==> src/rtl/hd_bitop_pipe_if.sv <==
// rtl/hd_bitop_pipe_if.sv - request/result handshake bundle for hd_bitop_pipe
interface hd_bitop_pipe_if #(
    parameter int WIDTH = 32
);
    logic             in_valid;
    logic             in_ready;
    logic [2:0]       in_op;
    logic [WIDTH-1:0] in_data;
    logic             out_valid;
    logic             out_ready;
    logic [WIDTH-1:0] out_data;
    logic             out_flag;
    logic [2:0]       out_op;

    modport master (
        output in_valid, in_op, in_data, out_ready,
        input  in_ready, out_valid, out_data, out_flag, out_op
    );

    modport slave (
        input  in_valid, in_op, in_data, out_ready,
        output in_ready, out_valid, out_data, out_flag, out_op
    );
endinterface

==> src/rtl/hd_bitop_pipe.sv <==
// rtl/hd_bitop_pipe.sv - two-stage WIDTH-generic bit-manipulation pipeline
module hd_bitop_pipe #(
    parameter int WIDTH = 32,
    parameter int CNT_W = 16
) (
    input  logic             clk,
    input  logic             rst_n,
    input  logic             flush,
    hd_bitop_pipe_if.slave   bus,
    output logic [CNT_W-1:0] done_cnt
);
    localparam int SH = $clog2(WIDTH);
    localparam int CW = SH + 1;

    typedef enum logic [2:0] {
        OP_ABS    = 3'd0,
        OP_POPCNT = 3'd1,
        OP_CLZ    = 3'd2,
        OP_CTZ    = 3'd3,
        OP_LOW1   = 3'd4,
        OP_CLR1   = 3'd5,
        OP_CLP2   = 3'd6,
        OP_PASS   = 3'd7
    } op_e;

    function automatic logic [CW-1:0] popcount(input logic [WIDTH-1:0] v);
        logic [CW-1:0] c;
        c = '0;
        for (int i = 0; i < WIDTH; i++) begin
            c = c + CW'(v[i]);
        end
        return c;
    endfunction

    // Index of the lowest set bit, WIDTH when none; fed the reversed operand it yields clz.
    function automatic logic [CW-1:0] first_one(input logic [WIDTH-1:0] v);
        logic [CW-1:0] c;
        c = CW'(WIDTH);
        for (int i = WIDTH - 1; i >= 0; i--) begin
            if (v[i]) begin
                c = CW'(i);
            end
        end
        return c;
    endfunction

    function automatic logic [WIDTH-1:0] smear_right(input logic [WIDTH-1:0] v);
        logic [WIDTH-1:0] s;
        s = v;
        for (int i = 0; i < SH; i++) begin
            s = s | (s >> (1 << i));
        end
        return s;
    endfunction

    function automatic logic [WIDTH-1:0] zext(input logic [CW-1:0] c);
        return {{(WIDTH - CW){1'b0}}, c};
    endfunction

    logic             s1_valid;
    logic             s2_valid;
    op_e              s1_op;
    logic [WIDTH-1:0] s1_x;
    logic [WIDTH-1:0] s1_neg;
    logic [WIDTH-1:0] s1_dec;
    logic [WIDTH-1:0] s1_rev;

    logic [WIDTH-1:0] rev_x;
    logic [WIDTH-1:0] res;
    logic             flg;

    logic [WIDTH-1:0] out_data_q;
    logic             out_flag_q;
    logic [2:0]       out_op_q;

    logic in_fire;
    logic s2_take;
    logic out_fire;

    // Ready depends only on state and out_ready so upstream may wait on it combinationally.
    assign bus.in_ready  = ~s1_valid | ~s2_valid | bus.out_ready;
    assign bus.out_valid = s2_valid;
    assign bus.out_data  = out_data_q;
    assign bus.out_flag  = out_flag_q;
    assign bus.out_op    = out_op_q;

    assign in_fire  = bus.in_valid & bus.in_ready;
    assign out_fire = s2_valid & bus.out_ready;
    assign s2_take  = s1_valid & (~s2_valid | bus.out_ready);

    always_comb begin
        rev_x = '0;
        for (int i = 0; i < WIDTH; i++) begin
            rev_x[i] = bus.in_data[WIDTH-1-i];
        end
    end

    always_comb begin
        res = '0;
        flg = 1'b0;
        case (s1_op)
            OP_ABS: begin
                res = s1_x[WIDTH-1] ? s1_neg : s1_x;
                flg = s1_x[WIDTH-1] & ~|s1_x[WIDTH-2:0];
            end
            OP_POPCNT: begin
                res = zext(popcount(s1_x));
                flg = ~|s1_x;
            end
            OP_CLZ: begin
                res = zext(first_one(s1_rev));
                flg = ~|s1_x;
            end
            OP_CTZ: begin
                // ~x & (x-1) is a mask of exactly the trailing zeros.
                res = zext(popcount(~s1_x & s1_dec));
                flg = ~|s1_x;
            end
            OP_LOW1: begin
                res = s1_x & s1_neg;
                flg = ~|s1_x;
            end
            OP_CLR1: begin
                res = s1_x & s1_dec;
                flg = ~|res;
            end
            OP_CLP2: begin
                // x=0 and x>2^(W-1) both wrap to 0; only the latter is an overflow.
                res = smear_right(s1_dec) + WIDTH'(1);
                flg = (|s1_x) & ~|res;
            end
            OP_PASS: begin
                res = s1_x;
                flg = 1'b1;
            end
            default: begin
                res = s1_x;
                flg = 1'b0;
            end
        endcase
    end

    always_ff @(posedge clk or negedge rst_n) begin
        if (!rst_n) begin
            s1_valid <= 1'b0;
            s2_valid <= 1'b0;
            done_cnt <= '0;
        end else begin
            if (flush) begin
                s1_valid <= 1'b0;
                s2_valid <= 1'b0;
            end else begin
                if (in_fire) begin
                    s1_valid <= 1'b1;
                end else if (s2_take) begin
                    s1_valid <= 1'b0;
                end
                if (s2_take) begin
                    s2_valid <= 1'b1;
                end else if (out_fire) begin
                    s2_valid <= 1'b0;
                end
            end
            if (out_fire) begin
                done_cnt <= done_cnt + CNT_W'(1);
            end
        end
    end

    always_ff @(posedge clk or negedge rst_n) begin
        if (!rst_n) begin
            s1_op  <= OP_ABS;
            s1_x   <= '0;
            s1_neg <= '0;
            s1_dec <= '0;
            s1_rev <= '0;
        end else if (in_fire && !flush) begin
            s1_op  <= op_e'(bus.in_op);
            s1_x   <= bus.in_data;
            s1_neg <= '0 - bus.in_data;
            s1_dec <= bus.in_data - WIDTH'(1);
            s1_rev <= rev_x;
        end
    end

    // The output register only moves when empty or draining, so it holds under backpressure.
    always_ff @(posedge clk or negedge rst_n) begin
        if (!rst_n) begin
            out_data_q <= '0;
            out_flag_q <= 1'b0;
            out_op_q   <= 3'd0;
        end else if (s2_take && !flush) begin
            out_data_q <= res;
            out_flag_q <= flg;
            out_op_q   <= s1_op;
        end
    end
endmodule

==> src/flat_wrapper.sv <==
// flat-port wrapper written by rule: the top's interface ports become plain ports
module hd_bitop_pipe_flat 
#(
    parameter int WIDTH = 32,
    parameter int CNT_W = 16
)
  (clk, rst_n, flush, done_cnt, bus_in_valid, bus_in_op, bus_in_data, bus_out_ready, bus_in_ready, bus_out_valid, bus_out_data, bus_out_flag, bus_out_op);
  hd_bitop_pipe_if #(.WIDTH(WIDTH)) bus_i ();
  input  logic clk;
  input  logic rst_n;
  input  logic flush;
  output logic [CNT_W-1:0] done_cnt;
  input wire logic [$bits(bus_i.in_valid)-1:0] bus_in_valid;
  input wire logic [$bits(bus_i.in_op)-1:0] bus_in_op;
  input wire logic [$bits(bus_i.in_data)-1:0] bus_in_data;
  input wire logic [$bits(bus_i.out_ready)-1:0] bus_out_ready;
  output wire logic [$bits(bus_i.in_ready)-1:0] bus_in_ready;
  output wire logic [$bits(bus_i.out_valid)-1:0] bus_out_valid;
  output wire logic [$bits(bus_i.out_data)-1:0] bus_out_data;
  output wire logic [$bits(bus_i.out_flag)-1:0] bus_out_flag;
  output wire logic [$bits(bus_i.out_op)-1:0] bus_out_op;
  assign bus_i.in_valid = bus_in_valid;
  assign bus_i.in_op = bus_in_op;
  assign bus_i.in_data = bus_in_data;
  assign bus_i.out_ready = bus_out_ready;
  assign bus_in_ready = bus_i.in_ready;
  assign bus_out_valid = bus_i.out_valid;
  assign bus_out_data = bus_i.out_data;
  assign bus_out_flag = bus_i.out_flag;
  assign bus_out_op = bus_i.out_op;
  hd_bitop_pipe #(.WIDTH(WIDTH), .CNT_W(CNT_W)) u_core (.clk(clk), .rst_n(rst_n), .flush(flush), .bus(bus_i), .done_cnt(done_cnt));
endmodule
==> config.mk <==
export PLATFORM = sky130hd
export DESIGN_NAME = hd_bitop_pipe_flat
export DESIGN_NICKNAME = d
export VERILOG_FILES = /design/src/rtl/hd_bitop_pipe_if.sv /design/src/rtl/hd_bitop_pipe.sv /design/src/flat_wrapper.sv
export SDC_FILE = /design/constraint.sdc
export NUM_CORES = 1
export LEC_CHECK = 0
export ABC_AREA = 1
export BUFFER_PORTS_ARGS = -buffer_cell sky130_fd_sc_hd__buf_4
export CORE_MARGIN = 5
export CORE_UTILIZATION = 55
export CTS_CLUSTER_DIAMETER = 120
export DETAILED_ROUTE_END_ITERATION = 10
export PLACE_DENSITY = 0.85
export SLEW_MARGIN = 20
export SYNTH_ARGS = -nofsm -noshare
export SYNTH_HDL_FRONTEND = slang
export SYNTH_SLANG_ARGS = --single-unit
==> constraint.sdc <==
create_clock -name clk -period 8.89 [get_ports clk]
set_input_delay 0.4445 -clock clk [delete_from_list [all_inputs] [get_ports clk]]
set_output_delay 0.4445 -clock clk [all_outputs]
set_load 0.005 [all_outputs]
Yosys cells after proc, flatten, opt, wreduce, memory -nomap -nowiden. Index checks and enable logic that the tools add are counted.

Register bits after elaboration: 185. Latch bits: 0. RAM bits: 0. Bits in read-only memories: 0. Bits of input ports: 40. Output and inout port bits: 54. Memories: 0.

Add/subtract/negate cells: 66. $mul: 0. Div/mod/pow operators: 0. $lt $le $gt $ge: 0. Equal/unequal tests: 7. Shift operators: 0. Muxes and demuxes: 41. Bitwise logic cells: 19. Reductions and logical operators: 15.

Operator list (count): 6-bit by 1-bit adder with 6-bit output (60); 32-bit case mux with 8 select lines (1); 6-bit two-way mux (32); 32-bit bitwise AND (3); 32-bit OR reduction (3); 32-bit by 1-bit adder with 32-bit output (second input constant) (1); 32-bit two-way mux (1); 32-bit inverter (1); 32-bit by 16-bit bitwise OR with 32-bit output (1); 32-bit by 24-bit bitwise OR with 32-bit output (1); 32-bit by 28-bit bitwise OR with 32-bit output (1); 32-bit by 30-bit bitwise OR with 32-bit output (1); 32-bit by 31-bit bitwise OR with 32-bit output (1); 1-bit by 32-bit subtractor with 32-bit output (first input constant) (1); 32-bit by 1-bit subtractor with 32-bit output (second input constant) (1); 31-bit OR reduction (1); 16-bit by 1-bit adder with 16-bit output (second input constant) (1); 3-bit equality test (second input constant) (4); 3-bit by 2-bit equality test with 1-bit output (second input constant) (2); 1-bit two-way mux (6); 3-bit nonzero test (2); 1-bit bitwise AND (5); 1-bit zero test (5); 1-bit case mux with 5 select lines (1); 7 further kinds (12).

Longest topological paths before layout.
Depth after elaboration: 34. Gate-level depth with buffers: 34.

Worst setup path before layout. OpenSTA, ideal clock, no wires.

Path type: flip-flop to flip-flop. From: register u_core.s1_dec[1]. To: register u_core.out_data_q[4] (netlist: u_core.bus.out_data[4]). Setup time: 0.118 ns. Data arrival time: 5.670 ns. Required time: 8.772 ns. Slack: 3.102 ns. Stages on the path, launching flop included: 23. Path buffers: 0. Period minus slack after synthesis: 5.788 ns. Cell sequence: dfrtp_1 > inv_1 > nor2_1 > ha_1 > inv_1 > fa_1 > fa_1 > fa_1 > fa_1 > fa_1 > fa_1 > fa_1 > fa_1 > inv_1 > nand2_1 > nand2_1 > a21oi_1 > xnor2_1 > a221oi_1 > o311a_1 > o21ai_0 > nand3_1 > nand2_1.

Longest elaborated chain between the ends: 33.

Ends and longest elaborated chain: from (decl) (line hd_bitop_pipe.sv:65) `logic [WIDTH-1:0] s1_dec;`; from (signal assigned) (line hd_bitop_pipe.sv:181) `s1_dec <= bus.in_data - WIDTH'(1);`; 32-bit bitwise AND (line hd_bitop_pipe.sv:116) `res = zext(popcount(~s1_x & s1_dec));`; 1-bit by 1-bit adder with 2-bit output (line hd_bitop_pipe.sv:30) `c = c + CW'(v[i]);`; 6-bit by 1-bit adder with 6-bit output (30 in a row) (line hd_bitop_pipe.sv:30); 32-bit case mux with 8 select lines * (line hd_bitop_pipe.sv:101) `case (s1_op)`; to (signal assigned) (line hd_bitop_pipe.sv:193) `out_data_q <= res;`; to (decl) (line hd_bitop_pipe.sv:72) `logic [WIDTH-1:0] out_data_q;`.

Mark *: on every way between the ends. The rest lies on a longest branch, timed or not. A chain may end at the register's enable or synchronous reset.

Final worst setup path. Ends and elaborated chain as after synthesis.

==> results.ini <==
[routing]
detail-route-antenna-nets = 0
first_iter_violations = 1352
wl_per_cell_microns = 20.4
via_per_inst = 5.96
dr_total_vias = 10200
drc_errors = 0
wl_mm = 35.1
firstDrtPassIters = 6

[power]
p_leak_nw = 5.89
ir_worst_vdd_uv = 415
p_per_area_nw_per_um2 = 372

[global_route]
grt-ovfl-total = 0
grt_start_max_net_pins = 94
grt_pass1_wl_mm = 53.7
antenna_found_initial = 1
busiest_layer = met1
grt_use_total = 0.320
met1_usage = 0.479
grt_pass1_vias = 9379
use_met2 = 0.448
met3_usage = 0.0817

[sta]
max_freq_mhz = 160
finalCriticalPeriod_ns = 6.24
slew_violations = 0
final.setup.tns_ns = 0
setup_ws_ns = 2.65
finalSetupViolCount = 0
slew_headroom = 0.193
finalHoldViolCount = 0
worstMarginPinSlew_ns = 1.18
fin_crit_sh = 0.701
fin_hold_ws_ns = 0.0507
clock_skew_ns = 0.00796
rsz0062_at_grt = false

[floorplanning]
core-area_sq_um = 18800
die_x_microns = 149
initial_utilization = 0.562
die_area_sq_um = 22100
io_pins = 94
fp-row-count = 50
dieHeight_microns = 149

[worst_setup_path]
cp.arrival_ns = 6.57
cpMostUsedCell = fa_1
startpoint_type = flip-flop
end_kind = flip-flop
critPathKind = flip-flop to flip-flop
worst_path_largest_cell_delay_ns = 0.54
slowest_stage = fa_1
crit_chain = inv_1 -> nor2_1 -> ha_1 -> inv_1 -> fa_1 -> fa_1 -> fa_1 -> fa_1 -> fa_1 -> fa_1 -> fa_1 -> fa_1 -> inv_1 -> nand2_1 -> nand2_1 -> a21oi_1 -> xnor2_1 -> a221oi_1 -> o311a_1 -> o21ai_0 -> nand3_1 -> nand2_1
worstPathRequired_ns = 9.22
cp_max_fo = 4

[logic_synthesis]
synthTopCellsByArea = dfrtp_1 36%, nand2_1 10%, fa_1 9.1%
syn_inst = 1367
synth.most_common_cell = nand2_1
netlist-cell-type-count = 51
synth-main-ff-cell = dfrtp_1
synth_compound_area_frac = 0.167
yosys.area_share.simple = 0.234
ys.warnings.count = 0
synthArstFlopShare = 1.00
ys_seq_elements = 152
syn_nets = 1476
synth_top_area_cell = dfrtp_1
synth.yosys.seq_area_share = 0.359
synth_edf_count = 0
synth_area_sq_um = 10600
syn-mean-instance-area_sq_um = 7.74
synth_xor_xnor_area_share = 0.0298
yosysTopAreaCellShare = 0.359
synth_adder_area_share = 0.116
synth_top_family_by_area = simple AND/OR/NAND/NOR gates
muxShareOfSynthArea = 0.00106
ys_top_cells_by_count = 284 x nand2_1, 209 x inv_1, 152 x dfrtp_1, 135 x nor2_1, 131 x o21ai_0

[clocking]
clk_pin_slew_ns = 0.07
clk_latency_ns = 0.44
cts_setup_buffers = 0
cts_sinks = 152
clockRootBuffer = clkbuf_16
cts_buffer_depth = 2
cts.htree.levels = 4
cts_hold_buf = 0
cts_tree = done
numCtsBuffers = 17
cts.repair.resized = 0

[final_layout]
area_growth_pct = 14.6
nets = 1552
antenna_cells = 0
drive_gt1_frac = 0.115
stdcell_count = 1716
final_cell_area_sq_um = 12100

[run_status]
status = complete, no violations

[placement]
dp_cells = 1684
port_buffers = 93
hpwl_mm = 27.1
gp_congestion = 1.07
dp_worst_setup_slack_ns = 2.77
placed_area_sq_um = 11500

[run]
cap_violations = 0

[worst_hold_path]
hold_class = input port to asynchronous set/reset pin

## per-stage QoR
stage	util	power, mW
5_1_grt	0.644	4.93
2_1_floorplan	-	2.93
3_5_place_dp	0.612	3.73
6_report	0.644	4.51
3_3_place_gp	0.612	3.67
4_1_cts	0.644	4.50
## worst paths after layout
path                                startpoint                endpoint  slack [ns]  cells past startpoint
max                           u_core.s1_dec[1]  u_core.bus.out_data[4]        2.65                     22
min                                      rst_n         u_core.s1_op[2]        0.05                      1
max reg2reg                   u_core.s1_dec[1]  u_core.bus.out_data[4]        2.65                     22
min reg2reg                u_core.done_cnt[15]     u_core.done_cnt[15]        0.48                      1
max in group asynchronous                rst_n       u_core.s1_neg[13]        7.58                      2
min in group clk                         flush    u_core.bus.out_valid        0.16                      2
## sequential cells by signal, summed over array words and instances, names as in the netlist
name	count
u_core.bus.out_valid	1
u_core.done_cnt	16
u_core.s1_rev	31
u_core.bus.out_data	32
u_core.s1_neg	32
u_core.s1_valid	1
u_core.bus.out_flag	1
u_core.s1_dec	32
u_core.s1_op	3
u_core.bus.out_op	3
## kinds of logic (layout without fill, tap and decap cells)
| logic type | count (synthesis) | count (layout) |
|---|---|---|
| AOI/OAI and AO/OA | 283 | 283 |
| muxes | 1 | 1 |
| buffers and inverters | 264 | 353 |
| adders and majority gates | 69 | 69 |
| xor gates and xnor gates | 36 | 36 |
| DFF | 152 | 152 |
| and+or+nand+nor | 562 | 562 |
## worst max-delay path: cells and delay by family, from the launching register on
kind | cells | cell delay (ns)
simple gates | 5 | 0.32
fa+ha+maj | 9 | 4.34
compound gates | 4 | 0.68
buf+inv | 3 | 0.24
xor+xnor | 1 | 0.12
flops | 1 | 0.43
## power by group
part	switching [mW]	internal, mW	total, mW
combinational	1.64	1.19	2.83
clock	0.358	0.380	0.738
sequential	0.133	0.806	0.939
## cell type report
| class | count | area [sq um] |
|---|---|---|
| fillers | 1648 | 6700 |
| multi-input cells | 951 | 5790 |
| flip-flops and latches | 152 | 3800 |
| inverters | 217 | 815 |
| repair buffers | 104 | 785 |
| clock buffers | 17 | 425 |
| well taps | 260 | 325 |
| clock inverters | 15 | 181 |
## cell usage in the layout, fill, tap and decap left out, types with 3 or more instances in the layout
cell type	Yosys	routed
nor3_1	33	33
nand3_2	2	3
a2111oi_0	9	8
or2_2	3	3
clkbuf_16	0	17
xor2_1	25	25
a31oi_1	4	4
o21bai_1	3	3
nand2_1	284	283
inv_2	6	7
fa_1	48	48
nand3_1	49	48
ha_1	21	21
o211ai_1	8	8
nor2_1	135	135
nor3b_1	3	3
nand2_2	2	3
inv_8	0	5
o31ai_1	3	3
nand4_1	24	24
inv_1	209	208
o21ai_0	131	131
nor2_2	4	4
xnor2_1	11	11
nor4_1	9	9
a21oi_1	25	25
o32ai_1	23	23
clkinv_4	0	5
clkinv_8	0	5
buf_4	0	103
o22ai_1	11	11
a211oi_1	23	23
o21a_1	31	31
dfrtp_1	152	152
## per-layer routing
| metal | wire length [microns] | part of all wire | vias to the layer above |
|---|---|---|---|
| met5 | 13 | 0.00037 | - |
| met4 | 1240 | 0.035 | 2 |
| met3 | 4380 | 0.12 | 103 |
| met2 | 14300 | 0.41 | 639 |
| met1 | 15100 | 0.43 | 4821 |
| li1 | - | - | 4659 |
Note: power is estimated with default switching activity, not from simulation.
